[src/rtl/ram_dp_clear.sv]
// ram_dp_clear: simple-dual-port flop RAM with lane write mask,
// registered read, selectable read-during-write and a clear sweep.
module ram_dp_clear #(
    parameter int Width       = 8,
    parameter int LaneWidth   = 8,
    parameter int AddressSize = 4,
    parameter int ReadMode    = 0
) (
    input  logic                       clk,
    input  logic                       rst,
    input  logic                       we,
    input  logic [AddressSize-1:0]     waddr,
    input  logic [Width/LaneWidth-1:0] wmask,
    input  logic [Width-1:0]           D,
    input  logic                       re,
    input  logic [AddressSize-1:0]     raddr,
    output logic [Width-1:0]           Q,
    output logic                       valid,
    input  logic                       clr,
    output logic                       busy,
    output logic                       wdrop
);

    localparam int Lanes = Width / LaneWidth;
    localparam int Depth = 2 ** AddressSize;
    localparam logic [AddressSize-1:0] Last = AddressSize'(Depth - 1);

    typedef enum logic {
        IDLE,
        CLEAR
    } state_t;

    state_t                 state;
    state_t                 state_nx;
    logic [AddressSize-1:0] cnt;
    logic [Width-1:0]       mem [Depth];
    logic [Width-1:0]       merged;
    logic                   wr_ok;
    logic                   drop;
    logic                   sweep;
    logic                   fwd;

    // state register
    always_ff @(posedge clk or negedge rst) begin
        if (!rst) state <= IDLE;
        else      state <= state_nx;
    end

    // next state plus write accept / drop / sweep qualifiers
    always_comb begin
        state_nx = state;
        wr_ok    = 1'b0;
        drop     = 1'b0;
        sweep    = 1'b0;
        unique case (state)
            IDLE: begin
                wr_ok = we && !clr;
                drop  = we && clr;
                if (clr) state_nx = CLEAR;
            end
            CLEAR: begin
                sweep = 1'b1;
                drop  = we;
                if (cnt == Last) state_nx = IDLE;
            end
            default: state_nx = IDLE;
        endcase
    end

    // lane merge of incoming data over the currently stored word
    always_comb begin
        merged = mem[waddr];
        for (int i = 0; i < Lanes; i++) begin
            if (wmask[i]) merged[i*LaneWidth +: LaneWidth] = D[i*LaneWidth +: LaneWidth];
        end
    end

    assign fwd  = (ReadMode == 1) && wr_ok && (raddr == waddr);
    assign busy = (state == CLEAR);

    // sweep pointer, restarted on entry and bumped every clear cycle
    always_ff @(posedge clk or negedge rst) begin
        if (!rst)                       cnt <= '0;
        else if (state == IDLE && clr)  cnt <= '0;
        else if (sweep)                 cnt <= cnt + AddressSize'(1);
    end

    // storage array: sweep zeroing takes priority over writes
    always_ff @(posedge clk or negedge rst) begin
        if (!rst) begin
            for (int i = 0; i < Depth; i++) mem[i] <= '0;
        end else if (sweep) begin
            mem[cnt] <= '0;
        end else if (wr_ok) begin
            mem[waddr] <= merged;
        end
    end

    // registered read port and drop indicator
    always_ff @(posedge clk or negedge rst) begin
        if (!rst) begin
            Q     <= '0;
            valid <= 1'b0;
            wdrop <= 1'b0;
        end else begin
            valid <= re;
            wdrop <= drop;
            if (re) Q <= fwd ? merged : mem[raddr];
        end
    end

endmodule

[config.mk]
export PLATFORM = sky130hd
export DESIGN_NAME = ram_dp_clear
export DESIGN_NICKNAME = d
export VERILOG_FILES = /design/src/rtl/ram_dp_clear.sv
export SDC_FILE = /design/constraint.sdc
export NUM_CORES = 1
export LEC_CHECK = 0
export BUFFER_PORTS_ARGS = -buffer_cell sky130_fd_sc_hd__clkbuf_2
export CORE_MARGIN = 2
export CORE_UTILIZATION = 62
export DETAILED_ROUTE_END_ITERATION = 8
export HOLD_SLACK_MARGIN = 0.02
export PLACE_DENSITY = 0.91
export SLEW_MARGIN = 30
export SYNTH_ARGS = -nofsm -noshare
export SYNTH_HDL_FRONTEND = slang
export SYNTH_SLANG_ARGS = --single-unit
[constraint.sdc]
create_clock -name clk -period 3.6 [get_ports clk]
set_clock_uncertainty 0.05 [all_clocks]
set_input_delay 0.18 -clock clk [delete_from_list [all_inputs] [get_ports clk]]
set_output_delay 0.18 -clock clk [all_outputs]
set_load 0.02 [all_outputs]
==> impl_metrics.yaml <==
run_status:
  status: "finished clean"
cts:
  root_buffer: "clkbuf_16"
  cts.sink_count: 143
  cts_tree: "done"
  clk_path_buf_depth: 2
  hold_buffers: 1
  postCtsSetupBuffers: 0
  clk_pin_slew_ns: 0.06
  clock_latency_ns: 0.44
  htree_levels: 4
  cts.repair.resized: 0
  cts_buffers: 17
synth:
  syn_area_mm2: 0.00881
  synth_area_per_cell_um2: 10.2
  synth_edf_count: 0
  postSynthCellCount: 860
  syn_nets: 886
  synth_ff_type: "dfrtp_1"
  ys_warn_count: 0
  synth_cell_type_count: 57
  async_flop_share: 1.00
  yosysSeqAreaShare: 0.406
  synth_seq_cells: 143
critical_path:
  worst_ep_required_time_ns: 3.84
  critPathMaxFanout: 25
  critPathMostFrequentCell: "a22oi_1"
  cp_slowest_cell: "nor3_2"
  rrSetupSlack_ns: 1.03
  critical_path.startpoint: "busy"
  reg2reg_to: "mem[61]"
  worstRegToRegCells: 5
  cp_cell_sequence: "nor3_2 -> a22oi_1 -> buf_4 -> a22oi_1 -> o21ai_0"
  cp-start-kind: "register"
  setup.worst_path.end: "mem[61]"
  rr_startpoint: "busy"
  cp_slowest_stage_delay_ns: 0.90
  worstSetupPathType: "reg2reg"
  critPathArrivalTime_ns: 2.81
  end_kind: "register"
power:
  leakage_nw: 4.03
  p_int_mw: 3.42
  power_density_mw_per_mm2: 527
  p_switching_mw: 1.69
  switching_share: 0.330
  seq_power_share: 0.394
  vdd_ir_drop_max_mv: 0.414
  power_frac_comb: 0.240
  clkPwrFrac: 0.366
global_routing:
  grt_pass1_wl_um: 46100
  overflow: 0
  antenna_found_initial: 0
  grt_max_degree: 86
  grt_pass1_vias: 8108
  grtUsageTotal: 0.416
routing:
  drc: 0
  wl_per_cell_um: 28.3
  drtIter0Drc: 1425
  wl_um: 30100
  vias: 8384
  first_pass_iters: 7
  routed_via_density: 7.88
  ant_nets: 0
timing:
  setup_tns_ns: 0
  rsz0062_at_grt: "false"
  post-route-period-util: 0.713
  slew_headroom: 0.323
  tightest_slew_ns: 1.01
  slew_violations: 0
  finalHoldViolations: 0
  setup_viol: 0
  min_period_ns: 2.57
  timing.fmax_mhz: 389
finish:
  fin_util: 0.698
  nets: 898
  layout-drive-gt1-share: 0.160
  antenna_cells: 0
  fillers: 975
  design_area_mm2: 0.00969
  final_common_cell: "dfrtp_1"
  syn2layout_area_growth_pct: 9.95
  layout_common_cells: "dfrtp_1, nand2_1, mux2i_1, a32o_1, nand4_1"
die:
  pin_count: 33
  rows: 43
  die_h_um: 123
  coreArea_mm2: 0.0139
  dieWidth_um: 123
  dieArea_mm2: 0.0152
  initial_utilization: 0.635
place:
  hpwl_um: 19200
  place_area_mm2: 0.00904
  io_buffer_count: 32
  gp_congestion: 0.973
min_path:
  hp-class: "in2reg"
run:
  cap_violations: 0
## cell type report
type / count / area (um^2) / area share
inverter: 13 / 48.8 / 0.00504
clock inverter: 8 / 128 / 0.0132
tap: 180 / 225 / 0.0232
sequential: 143 / 3580 / 0.369
timing repair buffer: 67 / 444 / 0.0458
clock buffer: 23 / 498 / 0.0514
multi-input combinational: 630 / 4770 / 0.492
## power groups by stage
| stage | combinational [mW] | clock (mW) | sequential (mW) |
|---|---|---|---|
| CTS | 1.16 | 1.88 | 2.00 |
| global route | 1.28 | 1.94 | 2.03 |
| global placement | 1.10 | 0 | 2.01 |
| finish | 1.22 | 1.87 | 2.01 |
| detailed placement | 1.14 | 0 | 2.02 |
| floorplan | 0.764 | 0 | 1.95 |
## per-stage QoR
| step | power [mW] | worst slack (ns) | hold slack (ns) | std cells |
|---|---|---|---|---|
| 2_1_floorplan | 2.71 | 1.73 | -0.166 | 860 |
| 3_3_place_gp | 3.11 | 1.10 | 0.245 | 1030 |
| 3_5_place_dp | 3.16 | 1.03 | 0.247 | 1031 |
| 4_1_cts | 5.03 | 1.19 | 0.0229 | 1063 |
| 5_1_grt | 5.25 | 1.01 | 0.0534 | 1064 |
| 6_report | 5.11 | 1.03 | 0.0484 | 1064 |
## cell usage after synthesis, types with 5 or more instances
master	n	share of area
dfrtp_1	143	0.41
nand2_1	132	0.056
mux2i_1	85	0.097
a32o_1	64	0.073
nand4_1	49	0.035
o211ai_1	44	0.037
a22oi_1	30	0.026
clkbuf_1	27	0.012
nor2_1	26	0.011
buf_2	25	0.014
mux4_2	21	0.054
o21ai_0	16	0.0091
inv_1	13	0.0055
nor2b_1	13	0.0092
a221oi_1	12	0.012
a211oi_1	11	0.0094
buf_6	11	0.014
o21ai_1	11	0.0062
and2_1	10	0.0071
nand2b_1	10	0.0071
a21oi_1	8	0.0045
nand3_1	8	0.0045
o221ai_1	8	0.0080
or2_1	8	0.0057
a22oi_2	7	0.0099
buf_4	6	0.0051
nor2_2	6	0.0043
and4b_1	5	0.0057
## registers in the layout, indices dropped and copies added, names as in the netlist
name / count
Q: 8
mem: 128
cnt: 4
wdrop: 1
valid: 1
busy: 1
## worst max-delay path: cells and delay by family (launching register included)
family,cells,cell delay [ns]
compound gates,3,0.58
buf+inv,1,0.25
flops,1,0.64
simple gates,1,0.90
## layer usage
metal	up-vias	wire (um)	track usage
li1	3367	-	-
met1	3994	10100	0.503
met2	780	12800	0.598
met3	243	4450	0.166
met4	0	2700	0.301
met5	-	0	0.0208
## how the worst min path moves through the flow
stage / endpoint / slack [ns] / startpoint / cells past startpoint
after detailed placement: mem[112] / 0.25 / rst / 1
after global routing: wdrop / 0.05 / we / 2
after CTS: wdrop / 0.02 / we / 2
after global placement: mem[112] / 0.24 / rst / 1
after floorplan: Q[0] / -0.17 / rst / 0
final: wdrop / 0.05 / we / 2
## cell families after synthesis
kind of cell               share of synthesized area
and+or+nand+nor                                0.176
DFF                                            0.406
buffers and inverters                         0.0538
adders and majority gates                    0.00568
xor gates and xnor gates                     0.00199
muxes                                          0.154
AOI/OAI and AO/OA                              0.202
Power figures use the tool's default switching activity.
